## config.mk

```make
export PLATFORM = sky130hd
export DESIGN_NAME = sram_access_ctrl_flat
export DESIGN_NICKNAME = d
export VERILOG_FILES = /design/src/rtl/sram_access_ctrl_pkg.sv /design/src/rtl/sram_access_ctrl_if.sv /design/src/rtl/sram_access_ctrl_lane_align.sv /design/src/rtl/sram_access_ctrl.sv /design/src/flat_wrapper.sv
export SDC_FILE = /design/constraint.sdc
export NUM_CORES = 1
export LEC_CHECK = 0
export ABC_AREA = 1
export CAP_MARGIN = 20
export CORE_AREA = 2 2 134 136
export CTS_CLUSTER_SIZE = 30
export DETAILED_ROUTE_END_ITERATION = 8
export DIE_AREA = 0 0 136 138
export PLACE_DENSITY_LB_ADDON = 0.15
export SLEW_MARGIN = 20
export SYNTH_ARGS = -nofsm -noshare
export SYNTH_HDL_FRONTEND = slang
export SYNTH_HIERARCHICAL = 1
export SYNTH_SLANG_ARGS = --single-unit
```

## constraint.sdc

```tcl
create_clock -name CLK -period 6.61 [get_ports CLK]
set_input_delay 0.661 -clock CLK [delete_from_list [all_inputs] [get_ports CLK]]
set_output_delay 0.661 -clock CLK [all_outputs]
set_load 0.01 [all_outputs]
```

## src/rtl/sram_access_ctrl_pkg.sv

```systemverilog
// rtl/sram_access_ctrl_pkg.sv - size encodings, FSM states and lane-mask helper for sram_access_ctrl
package sram_ctrl_pkg;

  localparam logic [1:0] SIZE_BYTE = 2'd0;
  localparam logic [1:0] SIZE_HALF = 2'd1;
  localparam logic [1:0] SIZE_WORD = 2'd2;

  typedef enum logic [1:0] {
    ST_IDLE,
    ST_ACCESS,
    ST_ACCESS2,
    ST_DONE
  } state_e;

  // [3:0] are the lanes of the addressed word, [7:4] the lanes spilling into the next word.
  function automatic logic [7:0] lane_mask(input logic [1:0] size, input logic [1:0] off);
    logic [7:0] base;
    case (size)
      SIZE_BYTE: base = 8'h01;
      SIZE_HALF: base = 8'h03;
      SIZE_WORD: base = 8'h0F;
      default:   base = 8'h00;
    endcase
    return base << off;
  endfunction

endpackage

```

## src/rtl/sram_access_ctrl_if.sv

```systemverilog
// rtl/sram_access_ctrl_if.sv - on-chip bus side of sram_access_ctrl (one request at a time)
interface sram_access_ctrl_if #(
  parameter int ADDR_W = 32
) ();
  logic              req;
  logic              wen;
  logic [ADDR_W-1:0] addr;
  logic [1:0]        size;
  logic [31:0]       wdata;
  logic              ready;
  logic              error;
  logic [31:0]       rdata;

  modport master (output req, wen, addr, size, wdata, input ready, error, rdata);
  modport slave  (input req, wen, addr, size, wdata, output ready, error, rdata);
endinterface

```

## src/rtl/sram_access_ctrl_lane_align.sv

```systemverilog
// rtl/sram_access_ctrl_lane_align.sv - lane masks, write-data shift and read assembly
// Second-beat ports exist only with SRAM_CTRL_SPLIT_MISALIGNED_EN.
module sram_lane_align
  import sram_ctrl_pkg::*;
(
  input  logic [1:0]  size_i,
  input  logic [1:0]  off_i,
  input  logic [31:0] wdata_i,
  input  logic [31:0] rdata0_i,
`ifdef SRAM_CTRL_SPLIT_MISALIGNED_EN
  input  logic [31:0] rdata1_i,
  output logic [3:0]  mask1_o,
  output logic [31:0] wdata1_o,
`endif
  output logic [3:0]  mask0_o,
  output logic [31:0] wdata0_o,
  output logic        split_o,
  output logic [31:0] rdata_o
);

  logic [7:0]  mask;
  logic [4:0]  sh;
  logic [31:0] rd_raw;

  always_comb begin
    mask     = lane_mask(size_i, off_i);
    sh       = {off_i, 3'b000};
    mask0_o  = mask[3:0];
    split_o  = |mask[7:4];
    wdata0_o = wdata_i << sh;
`ifdef SRAM_CTRL_SPLIT_MISALIGNED_EN
    mask1_o  = mask[7:4];
    wdata1_o = wdata_i >> (6'd32 - {1'b0, sh});
    rd_raw   = 32'({rdata1_i, rdata0_i} >> sh);
`else
    rd_raw   = rdata0_i >> sh;
`endif
    case (size_i)
      SIZE_BYTE: rdata_o = {24'b0, rd_raw[7:0]};
      SIZE_HALF: rdata_o = {16'b0, rd_raw[15:0]};
      default:   rdata_o = rd_raw;
    endcase
  end

endmodule

```

## src/rtl/sram_access_ctrl.sv

```systemverilog
// rtl/sram_access_ctrl.sv - sequential SRAM bank access controller, all outputs registered
// SRAM_CTRL_SPLIT_MISALIGNED_EN builds ACCESS2 so misaligned accesses become two beats.
module sram_access_ctrl
  import sram_ctrl_pkg::*;
#(
  parameter int                N_SRAM         = 2,
  parameter int                SRAM_DEPTH     = 1024,
  parameter int                ADDR_W         = 32,
  parameter int                WAIT_STATES    = 1,
  parameter logic [3:0]        INVERT_BYTE_EN = 4'hF,
  parameter logic [N_SRAM-1:0] INVERT_CE_EN   = '1
) (
  input  logic                          CLK,
  input  logic                          RST,
  sram_access_ctrl_if.slave             bus,
  output logic [N_SRAM-1:0]             sram_ce,
  output logic                          sram_we,
  output logic [$clog2(SRAM_DEPTH)-1:0] sram_addr,
  output logic [3:0]                    sram_byte_en,
  output logic [31:0]                   sram_wdata,
  input  logic [31:0]                   sram_rdata
);

  localparam int                AW      = $clog2(SRAM_DEPTH);
  localparam int                BW      = (N_SRAM > 1) ? $clog2(N_SRAM) : 1;
  localparam int                HW      = ADDR_W - AW - 2;
  localparam logic [HW:0]       N_BANKS = (HW+1)'(N_SRAM);
  localparam logic [3:0]        WS      = 4'(WAIT_STATES);
  localparam logic [N_SRAM-1:0] CE_ONE  = N_SRAM'(1);

  state_e            state_q, state_d;
  logic [3:0]        cnt_q, cnt_d;
  logic [1:0]        off_q, off_d, size_q, size_d;
  logic              wen_q, wen_d;
  logic [31:0]       wdata_q, wdata_d;
  logic              ready_q, ready_d, error_q, error_d;
  logic [31:0]       rdata_q, rdata_d;
  logic [N_SRAM-1:0] ce_q, ce_d;
  logic              we_q, we_d;
  logic [AW-1:0]     addr_q, addr_d;
  logic [3:0]        be_q, be_d;
  logic [31:0]       swdata_q, swdata_d;

  logic [HW:0]       in_bank;
  logic [AW-1:0]     in_word;
  logic              in_legal;
  logic [1:0]        la_size, la_off;
  logic [31:0]       la_wdata, la_wdata0, la_rdata;
  logic [3:0]        la_mask0;
  logic              la_split;
  logic              done_now;

`ifdef SRAM_CTRL_SPLIT_MISALIGNED_EN
  logic [BW-1:0]     bank_q, bank_d, nxt_bank;
  logic [AW-1:0]     word_q, word_d;
  logic              split_q, split_d;
  logic [31:0]       beat0_q, beat0_d;
  logic [31:0]       la_rdata0, la_wdata1;
  logic [3:0]        la_mask1;
  logic [HW:0]       in_bank2;
`endif

  assign in_bank  = {1'b0, bus.addr[ADDR_W-1:AW+2]};
  assign in_word  = bus.addr[AW+1:2];
  assign la_size  = (state_q == ST_IDLE) ? bus.size      : size_q;
  assign la_off   = (state_q == ST_IDLE) ? bus.addr[1:0] : off_q;
  assign la_wdata = (state_q == ST_IDLE) ? bus.wdata     : wdata_q;

`ifdef SRAM_CTRL_SPLIT_MISALIGNED_EN
  // The second beat of the last word in a bank lands on word 0 of the next bank.
  assign in_bank2  = in_bank + (HW+1)'(in_word == '1);
  assign nxt_bank  = (word_q == '1) ? bank_q + BW'(1) : bank_q;
  assign la_rdata0 = (state_q == ST_ACCESS) ? sram_rdata : beat0_q;
  assign in_legal  = (bus.size != 2'd3) && (in_bank < N_BANKS) && (!la_split || (in_bank2 < N_BANKS));
`else
  assign in_legal  = (bus.size != 2'd3) && (in_bank < N_BANKS) && !la_split;
`endif

  sram_lane_align u_lane_align (
    .size_i   (la_size),
    .off_i    (la_off),
    .wdata_i  (la_wdata),
`ifdef SRAM_CTRL_SPLIT_MISALIGNED_EN
    .rdata0_i (la_rdata0),
    .rdata1_i (sram_rdata),
    .mask1_o  (la_mask1),
    .wdata1_o (la_wdata1),
`else
    .rdata0_i (sram_rdata),
`endif
    .mask0_o  (la_mask0),
    .wdata0_o (la_wdata0),
    .split_o  (la_split),
    .rdata_o  (la_rdata)
  );

  always_comb begin
    state_d  = state_q;
    cnt_d    = cnt_q;
    off_d    = off_q;
    size_d   = size_q;
    wen_d    = wen_q;
    wdata_d  = wdata_q;
    ready_d  = 1'b0;
    error_d  = 1'b0;
    rdata_d  = rdata_q;
    ce_d     = INVERT_CE_EN;
    we_d     = 1'b0;
    addr_d   = addr_q;
    be_d     = INVERT_BYTE_EN;
    swdata_d = swdata_q;
    done_now = 1'b0;
`ifdef SRAM_CTRL_SPLIT_MISALIGNED_EN
    bank_d   = bank_q;
    word_d   = word_q;
    split_d  = split_q;
    beat0_d  = beat0_q;
`endif
    case (state_q)
      ST_IDLE: begin
        if (bus.req) begin
          off_d   = bus.addr[1:0];
          size_d  = bus.size;
          wen_d   = bus.wen;
          wdata_d = bus.wdata;
`ifdef SRAM_CTRL_SPLIT_MISALIGNED_EN
          bank_d  = in_bank[BW-1:0];
          word_d  = in_word;
          split_d = la_split;
`endif
          if (in_legal) begin
            state_d  = ST_ACCESS;
            cnt_d    = WS;
            ce_d     = (CE_ONE << in_bank[BW-1:0]) ^ INVERT_CE_EN;
            we_d     = bus.wen;
            addr_d   = in_word;
            be_d     = la_mask0 ^ INVERT_BYTE_EN;
            swdata_d = la_wdata0;
          end else begin
            state_d = ST_DONE;
            ready_d = 1'b1;
            error_d = 1'b1;
            rdata_d = '0;
          end
        end
      end
      ST_ACCESS: begin
        if (cnt_q != 4'd0) begin
          cnt_d = cnt_q - 4'd1;
          ce_d  = ce_q;
          we_d  = we_q;
          be_d  = be_q;
        end else begin
`ifdef SRAM_CTRL_SPLIT_MISALIGNED_EN
          beat0_d = sram_rdata;
          if (split_q) begin
            state_d  = ST_ACCESS2;
            cnt_d    = WS;
            ce_d     = (CE_ONE << nxt_bank) ^ INVERT_CE_EN;
            we_d     = wen_q;
            addr_d   = word_q + AW'(1);
            be_d     = la_mask1 ^ INVERT_BYTE_EN;
            swdata_d = la_wdata1;
          end else begin
            done_now = 1'b1;
          end
`else
          done_now = 1'b1;
`endif
        end
      end
`ifdef SRAM_CTRL_SPLIT_MISALIGNED_EN
      ST_ACCESS2: begin
        if (cnt_q != 4'd0) begin
          cnt_d = cnt_q - 4'd1;
          ce_d  = ce_q;
          we_d  = we_q;
          be_d  = be_q;
        end else begin
          done_now = 1'b1;
        end
      end
`endif
      ST_DONE: state_d = ST_IDLE;
      default: state_d = ST_IDLE;
    endcase
    if (done_now) begin
      state_d = ST_DONE;
      ready_d = 1'b1;
      rdata_d = wen_q ? 32'h0 : la_rdata;
    end
  end

  always_ff @(posedge CLK) begin
    if (RST) begin
      state_q  <= ST_IDLE;
      cnt_q    <= '0;
      off_q    <= '0;
      size_q   <= '0;
      wen_q    <= 1'b0;
      wdata_q  <= '0;
      ready_q  <= 1'b0;
      error_q  <= 1'b0;
      rdata_q  <= '0;
      ce_q     <= INVERT_CE_EN;
      we_q     <= 1'b0;
      addr_q   <= '0;
      be_q     <= INVERT_BYTE_EN;
      swdata_q <= '0;
`ifdef SRAM_CTRL_SPLIT_MISALIGNED_EN
      bank_q   <= '0;
      word_q   <= '0;
      split_q  <= 1'b0;
      beat0_q  <= '0;
`endif
    end else begin
      state_q  <= state_d;
      cnt_q    <= cnt_d;
      off_q    <= off_d;
      size_q   <= size_d;
      wen_q    <= wen_d;
      wdata_q  <= wdata_d;
      ready_q  <= ready_d;
      error_q  <= error_d;
      rdata_q  <= rdata_d;
      ce_q     <= ce_d;
      we_q     <= we_d;
      addr_q   <= addr_d;
      be_q     <= be_d;
      swdata_q <= swdata_d;
`ifdef SRAM_CTRL_SPLIT_MISALIGNED_EN
      bank_q   <= bank_d;
      word_q   <= word_d;
      split_q  <= split_d;
      beat0_q  <= beat0_d;
`endif
    end
  end

  assign bus.ready    = ready_q;
  assign bus.error    = error_q;
  assign bus.rdata    = rdata_q;
  assign sram_ce      = ce_q;
  assign sram_we      = we_q;
  assign sram_addr    = addr_q;
  assign sram_byte_en = be_q;
  assign sram_wdata   = swdata_q;

endmodule

```

## src/flat_wrapper.sv

```systemverilog
// flat-port wrapper written by rule: the top's interface ports become plain ports
module sram_access_ctrl_flat import sram_ctrl_pkg::*;
#(
  parameter int                N_SRAM         = 2,
  parameter int                SRAM_DEPTH     = 1024,
  parameter int                ADDR_W         = 32,
  parameter int                WAIT_STATES    = 1,
  parameter logic [3:0]        INVERT_BYTE_EN = 4'hF,
  parameter logic [N_SRAM-1:0] INVERT_CE_EN   = '1
)
  (CLK, RST, sram_ce, sram_we, sram_addr, sram_byte_en, sram_wdata, sram_rdata, bus_req, bus_wen, bus_addr, bus_size, bus_wdata, bus_ready, bus_error, bus_rdata);
  sram_access_ctrl_if #(.ADDR_W(ADDR_W)) bus_i ();
  input  logic CLK;
  input  logic RST;
  output logic [N_SRAM-1:0] sram_ce;
  output logic sram_we;
  output logic [$clog2(SRAM_DEPTH)-1:0] sram_addr;
  output logic [3:0] sram_byte_en;
  output logic [31:0] sram_wdata;
  input  logic [31:0] sram_rdata;
  input wire logic [$bits(bus_i.req)-1:0] bus_req;
  input wire logic [$bits(bus_i.wen)-1:0] bus_wen;
  input wire logic [$bits(bus_i.addr)-1:0] bus_addr;
  input wire logic [$bits(bus_i.size)-1:0] bus_size;
  input wire logic [$bits(bus_i.wdata)-1:0] bus_wdata;
  output wire logic [$bits(bus_i.ready)-1:0] bus_ready;
  output wire logic [$bits(bus_i.error)-1:0] bus_error;
  output wire logic [$bits(bus_i.rdata)-1:0] bus_rdata;
  assign bus_i.req = bus_req;
  assign bus_i.wen = bus_wen;
  assign bus_i.addr = bus_addr;
  assign bus_i.size = bus_size;
  assign bus_i.wdata = bus_wdata;
  assign bus_ready = bus_i.ready;
  assign bus_error = bus_i.error;
  assign bus_rdata = bus_i.rdata;
  sram_access_ctrl #(.N_SRAM(N_SRAM), .SRAM_DEPTH(SRAM_DEPTH), .ADDR_W(ADDR_W), .WAIT_STATES(WAIT_STATES), .INVERT_BYTE_EN(INVERT_BYTE_EN), .INVERT_CE_EN(INVERT_CE_EN)) u_core (.CLK(CLK), .RST(RST), .bus(bus_i), .sram_ce(sram_ce), .sram_we(sram_we), .sram_addr(sram_addr), .sram_byte_en(sram_byte_en), .sram_wdata(sram_wdata), .sram_rdata(sram_rdata));
endmodule
```

## Yosys cells after proc, flatten, opt, wreduce, memory -nomap -nowiden

Index checks and enable logic that the tools add are counted.
W data, S select, Z words.

| word-level totals | value |
|---|---|
| bits in registers | 126 |
| bits of input ports | 102 |
| output and inout port bits | 83 |
| word-level logic and storage cells | 84 |

| cells by class | value |
|---|---|
| add/sub/neg operators | 1 |
| magnitude comparators | 1 |
| equality and inequality tests | 11 |
| shifts and indexed selects | 4 |
| multiplexer cells | 36 |
| bitwise logic cells | 2 |
| reduce and logical (&&, ||, !) cells | 15 |

Operators with widths:

| cell | number |
|---|---|
| $mux W32 | 6 |
| $pmux W32 S2 | 1 |
| $shl A32 B5 Y32 | 1 |
| $shr A32 B5 Y32 | 1 |
| $mux W4 | 6 |
| $lt A20 B2 Y1 const B | 1 |
| $mux W2 | 8 |
| $pmux W4 S2 | 2 |
| $pmux W4 S3 | 1 |
| $mux W1 | 9 |
| $ne A2 B2 Y1 const B | 4 |
| $pmux W2 S2 | 2 |
| $shl A4 B2 Y8 | 1 |
| $ne A2 B1 Y1 const B | 3 |
| $reduce_and A3 Y1 | 2 |
| $reduce_bool A2 Y1 | 3 |
| $eq A2 B1 Y1 const B | 2 |
| $logic_not A2 Y1 | 2 |
| $not A4 Y4 | 1 |
| $reduce_and A2 Y1 | 2 |
| $reduce_and A4 Y1 | 1 |
| $reduce_bool A4 Y1 | 1 |
| $reduce_or A4 Y1 | 1 |
| $sub A4 B1 Y4 const B | 1 |
| 7 further kinds | 8 |

## Depth between registers and ports, before layout

Gate-level depths: netlist of run 1.

| logic depth | value |
|---|---|
| depth in word-level cells | 12 |
| depth in mapped cells | 21 |
| mapped depth without buffers | 19 |

## Hierarchy

Netlist of run 1, hierarchy kept.

Modules (own cells, without submodules):

| module | instances | cells each | area each (um^2) | seq. area each (um^2) |
|---|---|---|---|---|
| sram_access_ctrl | 1 | 664 | 5142.4 | 2522.4 |
| sram_lane_align | 1 | 382 | 1665.3 | 0.0 |

## Worst setup path before layout of run 1

No wires, ideal clock.

| timing | value |
|---|---|
| kind | flip-flop to flip-flop |
| from | reg u_core.state_q[1] |
| to | reg u_core.swdata_q[22], in the netlist u_core/sram_wdata[22] |
| library setup time | 0.113 ns |
| data arrival time | 2.643 ns |
| required time | 6.497 ns |
| setup slack | 3.854 ns |
| cell stages (with the launch flop) | 20 |
| buffers on the path | 3 |
| period minus slack after synthesis | 2.756 ns |
| cells stage by stage | dfxtp_1 inv_2 nand2_1 clkinv_1 clkbuf_1 o21ai_0 inv_1 ha_1 inv_1 nand2_1 nand3_1 nand2_1 nor2_1 nand2_1 nor2_2 nand4_4 buf_6 buf_6 o21ai_1 nor2_1 |

| between the ends | value |
|---|---|
| word-level cells in the longest chain between the ends | 9 |
| elaborated cells on any way between the ends | 14 |
| classes of those cells | eq/ne (2); shift (2); mux (4); reduce/logical (6) |

Ends and longest elaborated chain:

| what | RTL line | source |
|---|---|---|
| start: declaration | sram_access_ctrl.sv:31 | `state_e state_q, state_d;` |
| start signal: assignment | sram_access_ctrl.sv:217 | `state_q <= state_d;` |
| $logic_not A2 Y1 * | sram_access_ctrl.sv:65 | `assign la_size = (state_q == ST_IDLE) ? bus.size : size_q;` |
| $mux W2 * | sram_access_ctrl.sv:65 |  |
| net u_core.la_size[1] | sram_access_ctrl.sv:47 | `logic [1:0] la_size, la_off;` |
| $eq A2 B2 Y1, or another cell as far along | sram_access_ctrl_pkg.sv:18 | `case (size)` |
| $pmux W4 S3 * | sram_access_ctrl_pkg.sv:18 |  |
| $shl A4 B2 Y8 * | sram_access_ctrl_pkg.sv:24 | `return base << off;` |
| $reduce_or A4 Y1 * | sram_access_ctrl_lane_align.sv:29 | `split_o = \|mask[7:4];` |
| net u_core.la_split | sram_access_ctrl.sv:50 | `logic la_split;` |
| $logic_not A1 Y1 * | sram_access_ctrl.sv:76 | `assign in_legal = (bus.size != 2'd3) && (in_bank < N_BANKS) && !la_split;` |
| $logic_and A1 B1 Y1 * | sram_access_ctrl.sv:76 |  |
| $reduce_and A3 Y1 (no source line) * | n/a |  |
| end signal: assignment | sram_access_ctrl.sv:230 | `swdata_q <= swdata_d;` |
| end: declaration | sram_access_ctrl.sv:42 | `logic [31:0] swdata_q, swdata_d;` |

Mark *: on every way through the listed nets, which the timed path passes. The rest lies on a longest branch.
A chain may end at the register's enable or synchronous reset.

## Final worst setup path of run 1

| timing | value |
|---|---|
| from | reg u_core.state_q[1] |
| to | reg u_core.swdata_q[31], in the netlist u_core/sram_wdata[31] |

| between the ends | value |
|---|---|
| elaborated cells on any way between the ends | 14 |
| classes of those cells | eq/ne (2); shift (2); mux (4); reduce/logical (6) |

RTL lines:

| what | RTL line | source |
|---|---|---|
| $logic_not A2 Y1 | sram_access_ctrl.sv:66 | `assign la_off = (state_q == ST_IDLE) ? bus.addr[1:0] : off_q;` |
| $mux W2 | sram_access_ctrl.sv:66 |  |
| net u_core.la_off[0] | sram_access_ctrl.sv:47 |  |
| $shl A4 B2 Y8 | sram_access_ctrl_pkg.sv:24 |  |
| $reduce_or A4 Y1 | sram_access_ctrl_lane_align.sv:29 |  |
| net u_core.la_split | sram_access_ctrl.sv:50 |  |
| $logic_not A1 Y1 | sram_access_ctrl.sv:76 |  |
| $logic_and A1 B1 Y1 | sram_access_ctrl.sv:76 |  |
| $reduce_and A3 Y1 (no source line) | n/a |  |

The timed path passes the listed nets, and every way through them passes these cells.

==> impl_metrics.yaml, run 1 <==
cells_and_area:
  area_growth_pct: 35.0
  layout_commonest_cell: "nand2_1"
  post-route-util_pct: 52.4
  layout_common_cells: "nand2_1, clkdlybuf4s50_1, nor2_1"
  antennaDiodeCount: 0
  fin_nets: 1293
  nFillCells: 1825
  drive_gt1_share_pct: 7.52
placed_design:
  dp_hpwl_um: 14300
  port_buffers: 184
  gp_congestion: 0.908
  place_ws_ns: 2.41
pwr:
  internal_power_mw: 1.68
  power.leakage_nw: 3.90
  clockPowerShare_pct: 42.7
  vdd_drop_max_uv: 201
  sequentialPowerShare_pct: 33.4
  switching_share_pct: 30.9
  p_per_area_nw_per_um2: 264
  p_comb_share_pct: 24.0
  p_sw_mw: 0.750
cts:
  clkTransAtPathRegs_ns: 0.06
  holdBufCountCts: 0
  cts_max_level: 4
  cts_buffers: 17
  clkLatencyLatePin_ns: 0.43
  cts_resized: 0
  cts-root-buf: "clkbuf_16"
  clock-sinks: 126
  clock_path_buffers: 2
  cts_tree: "done"
  postCtsSetupRepairBufs: 0
setup_path:
  r2r_setup_slack_ns: 2.42
  crit_path_max_fanout: 72
  critPathCaptureType: "flip-flop"
  required_ns: 6.97
  critical_path_class: "flip-flop to flip-flop"
  start_kind: "flip-flop"
  critPathArrivalTime_ns: 4.55
global_route:
  grt_pass1_wl_um: 32000
  grt_max_degree: 86
  grt_pass1_vias: 6116
  antenna_found_initial: 0
  grt-ovfl-total: 0
  grt_use_total_pct: 21.4
routing:
  drcViolationCount: 0
  vias_per_cell: 4.80
  drt-pass1-iter-count: 5
  drt_wl_total_um: 20100
  drtIter0Drc: 631
  wl_per_cell_um: 14.1
  ant_nets: 0
  vias: 6850
synthesis:
  syn_avg_cell_area_sq_um: 6.51
  yosys_warnings: 6
  synth_cell_types: 33
  synth_nets: 1154
  syn_area_sq_um: 6810
  postSynthRegisterBits: 126
  yosysSeqAreaShare_pct: 37.1
  syn_inst: 1046
sta:
  slew_violations: 0
  max_freq_mhz: 238
  worst_slew_margin_rel_pct: 36.9
  timing.final.crit_share_pct: 63.4
  fin_setup_tns_ns: 0
  skew_ns: 0.0125
  setup_violations: 0
  setup_slack_ns: 2.42
  fin_crit_ns: 4.19
  finalHoldViolCount: 0
  timing.hold.ws_ns: 0.445
  tightest_slew_ns: 0.947
  rsz0062_at_grt: "no"
floorplan:
  coreArea_sq_um: 17500
  ios: 185
  rows: 49
  start_util_pct: 38.8
  chipWidth_um: 136
  die_area_sq_um: 18800
  die_y_um: 138
flow_run:
  maxCapViolations: 0
min_path:
  worstHoldPathType: "flip-flop to flip-flop"
run_status:
  status: "complete, no violations"
[worst max-delay path, stage by stage, from the launching register on]
cell      delay [ns]
dfxtp_1         0.32
inv_2           0.04
nand2_1         0.10
clkinv_1        0.06
buf_4           0.50
nand2_1         0.20
o21ai_4         0.13
buf_4           0.52
nand2_1         0.16
nand3_1         0.11
nand2_1         0.06
nor2_1          0.08
nand2_1         0.06
nor2_2          0.17
nand4_4         0.55
inv_2           0.80
nor2_1          0.08
nor2_1          0.14
[cells by family after synthesis]
| kind of cell | after synthesis | share of synthesized area (%) |
|---|---|---|
| compound gates | 196 | 15.2 |
| xor+xnor | 1 | 0.129 |
| fa+ha+maj | 6 | 1.10 |
| buf+inv | 189 | 13.2 |
| flops | 126 | 37.1 |
| simple gates | 528 | 33.3 |
[registers in the layout, indices dropped and copies added (netlist names)]
signal and cells:
u_core/bus.error 1, u_core/sram_we 1, u_core/sram_addr 10, u_core/cnt_q 4, u_core/sram_byte_en 4, u_core/size_q 2
u_core/sram_ce 2, u_core/wdata_q 32, u_core/state_q 2, u_core/sram_wdata 32, u_core/bus.ready 1, u_core/bus.rdata 32
u_core/wen_q 1, u_core/off_q 2
[cell type report]
type / count / area, sq um / area share [%]
Inverter: 121 / 463 / 5.04
Clock buffer: 18 / 439 / 4.78
Multi-Input combinational cell: 731 / 3400 / 37.0
Tap cell: 229 / 287 / 3.12
Timing Repair Buffer: 188 / 1870 / 20.3
Sequential cell: 126 / 2520 / 27.4
Clock inverter: 13 / 213 / 2.31
[cells in the mapped netlist]
cell | count | area share (%)
a21oi_1 | 66 | 4.9
inv_4 | 1 | 0.092
o21ai_1 | 36 | 2.6
nand3_2 | 11 | 1.6
o2111ai_1 | 5 | 0.64
o21a_1 | 1 | 0.11
nand4_4 | 1 | 0.31
ha_1 | 6 | 1.1
buf_12 | 1 | 0.29
buf_1 | 1 | 0.055
a21oi_2 | 8 | 1.0
clkbuf_1 | 24 | 1.3
nor3_2 | 1 | 0.15
inv_2 | 5 | 0.28
buf_6 | 15 | 2.5
o21ai_0 | 79 | 5.8
nand3_1 | 71 | 5.2
inv_1 | 113 | 6.2
clkinv_1 | 1 | 0.055
nor2_1 | 161 | 8.9
o21ai_2 | 1 | 0.13
xor2_1 | 1 | 0.13
inv_6 | 1 | 0.13
buf_2 | 19 | 1.4
nand2_1 | 261 | 14
nor2_2 | 2 | 0.18
nor2_4 | 5 | 0.83
or2_2 | 1 | 0.092
nand2_2 | 9 | 0.83
or2_4 | 1 | 0.13
buf_4 | 8 | 0.88
nand2_4 | 4 | 0.66
dfxtp_1 | 126 | 37
[path summary, 6_finish.rpt]
path	from	end	depth (start not counted)
worst max register to register	u_core/state_q[1]	u_core/sram_wdata[31]	17
worst min register to register	u_core/wdata_q[0]	u_core/wdata_q[0]	2
worst min-delay path	u_core/wdata_q[0]	u_core/wdata_q[0]	2
worst max-delay path	u_core/state_q[1]	u_core/sram_wdata[31]	17
[stage by stage]
step	instance area [sq um]	power (mW)	cells
final	9190	2.43	1426
after global routing	9190	2.56	1426
after CTS	9190	2.44	1426
after detailed placement	8540	1.40	1395
after global placement	8540	1.40	1395
after floorplan	6810	1.23	1046
[routing by layer]
layer	track usage (%)	vias up	wire length, um
li1	-	3558	-
met1	32.1	3011	9980
met2	30.1	264	8220
met3	5.32	17	1650
met4	6.03	0	227
met5	0	-	0
[power groups by stage]
| stage | clock network [mW] | logic [mW] | registers (mW) |
|---|---|---|---|
| after detailed placement | 0 | 0.573 | 0.827 |
| final | 1.04 | 0.582 | 0.810 |
| after CTS | 1.06 | 0.576 | 0.810 |
| after floorplan | 0 | 0.401 | 0.830 |
| after global routing | 1.09 | 0.657 | 0.814 |
| after global placement | 0 | 0.574 | 0.826 |
(Power assumes the default switching activity.)
==> run 2: changes to the inputs <==
- clock period: 6.61 -> 4 ns (I/O delays scaled with it)
==> impl_metrics.yaml, run 2 (synthesis gave the netlist of run 1 again) <==
sta:
  timing.final.crit_share_pct: 84.5
  setup_slack_ns: 0.619
  fin_setup_tns_ns: 0
  worst_slew_margin_rel_pct: 40.4
  tightest_slew_ns: 0.894
  slew_violations: 0
  fin_crit_ns: 3.38
  skew_ns: 0.00869
  setup_violations: 0
  rsz0062_at_grt: "no"
  max_freq_mhz: 296
  timing.hold.ws_ns: 0.446
  finalHoldViolCount: 0
routing:
  wl_per_cell_um: 14.0
  drt-pass1-iter-count: 5
  vias_per_cell: 4.75
  drt_wl_total_um: 20100
  vias: 6806
  drtIter0Drc: 637
  drcViolationCount: 0
  ant_nets: 0
floorplan:
  coreArea_sq_um: 17500
  die_area_sq_um: 18800
  die_y_um: 138
  rows: 49
  chipWidth_um: 136
  ios: 185
  start_util_pct: 38.8
placed_design:
  place_ws_ns: 0.619
  placed_cell_area_sq_um: 8590
  dp_cells: 1400
  gp_congestion: 0.849
  port_buffers: 184
  dp_hpwl_um: 14300
pwr:
  total_power_mw: 3.89
  power.leakage_nw: 3.91
  vdd_drop_max_uv: 349
  switching_share_pct: 31.5
  internal_power_mw: 2.66
  p_sw_mw: 1.22
  p_per_area_nw_per_um2: 423
  sequentialPowerShare_pct: 34.5
  p_comb_share_pct: 24.8
  clockPowerShare_pct: 40.8
cells_and_area:
  fin_area_sq_um: 9190
  drive_gt1_share_pct: 7.81
  layout_commonest_cell: "nand2_1"
  layoutNonFillerInstCount: 1433
  post-route-util_pct: 52.4
  layout_common_cells: "nand2_1, clkdlybuf4s50_1, nor2_1"
  area_growth_pct: 35.0
  nFillCells: 1785
  fin_nets: 1298
setup_path:
  reg2reg_to: "u_core/sram_wdata[26]"
  rr_startpoint: "u_core/state_q[1]"
  required_ns: 4.36
  reg2regPathDepth: 18
  crit_path_max_fanout: 32
  r2r_setup_slack_ns: 0.62
  critPathCaptureType: "flip-flop"
  critPathArrivalTime_ns: 3.74
  critical_path_class: "flip-flop to flip-flop"
  start_kind: "flip-flop"
cts:
  clkLatencyLatePin_ns: 0.43
  cts_tree: "done"
  cts_max_level: 4
  holdBufCountCts: 0
  clock_path_buffers: 2
  postCtsSetupRepairBufs: 0
  clkTransAtPathRegs_ns: 0.05
  clock-sinks: 126
  cts-root-buf: "clkbuf_16"
  cts_resized: 0
  cts_buffers: 17
global_route:
  met1_usage_pct: 31.8
  grt_use_total_pct: 21.1
  gr-usage-met2_pct: 29.6
  grt_pass1_vias: 5946
  top_usage_layer: "met1"
  use_met3_pct: 4.73
  grt-ovfl-total: 0
  antenna_found_initial: 1
  grt_max_degree: 86
  grt_pass1_wl_um: 31200
min_path:
  min_from: "u_core/wdata_q[9]"
  min_path_cells: 2
  worstHoldPathType: "flip-flop to flip-flop"
  hold-path-endpoint: "u_core/wdata_q[9]"
flow_run:
  maxCapViolations: 0
run_status:
  status: "complete, no violations"
run 2: worst max-delay path by stage:
stage	to	start	slack, ns	cells past startpoint
6_report	u_core/sram_wdata[26]	u_core/state_q[1]	0.62	18
5_1_grt	u_core/sram_wdata[9]	u_core/state_q[1]	0.19	18
4_1_cts	u_core/sram_wdata[26]	u_core/state_q[1]	0.60	18
3_5_place_dp	u_core/sram_wdata[13]	u_core/state_q[1]	0.62	18
3_3_place_gp	u_core/sram_wdata[0]	u_core/state_q[1]	0.81	18
2_1_floorplan	u_core/sram_wdata[22]	u_core/state_q[1]	1.24	19
run 2: per-layer routing:
layer  up-vias  part of all wire [%]
li1       3579                     -
met2       225                    42
met1      2987                    50
met5         -                     0
met4         0                   1.1
met3        15                   7.2
run 2: layout make-up:
type                    count  area [sq um]  share of cell area, %
repair buffers            193          1920                   20.9
inverters                 121           463                   5.04
clock inverters            11           140                   1.52
well taps                 229           287                   3.12
multi-input cells         731          3400                   37.0
diodes                      1          2.50                 0.0272
clock buffers              21           460                   5.01
flip-flops and latches    126          2520                   27.4
run 2: critical path: stages (launching register included):
cell and delay [ns]:
dfxtp_1 0.36, inv_2 0.04, nand2_1 0.14, clkinv_1 0.32, o21ai_0 0.43, inv_1 0.14
ha_1 0.32, inv_1 0.07, nand2_1 0.06, nand3_1 0.08, nand2_1 0.06, nor2_1 0.08
nand2_1 0.07, nor2_2 0.17, nand4_4 0.29, inv_2 0.28, buf_12 0.22, nor2_1 0.06
nor2_1 0.10
run 2: power groups by stage:
| stage | clock network [mW] | logic [mW] | registers [mW] |
|---|---|---|---|
| 2_1_floorplan | 0 | 0.663 | 1.37 |
| 3_3_place_gp | 0 | 0.951 | 1.37 |
| 3_5_place_dp | 0 | 0.950 | 1.37 |
| 4_1_cts | 1.61 | 0.955 | 1.34 |
| 5_1_grt | 1.66 | 1.08 | 1.35 |
| 6_report | 1.58 | 0.963 | 1.34 |
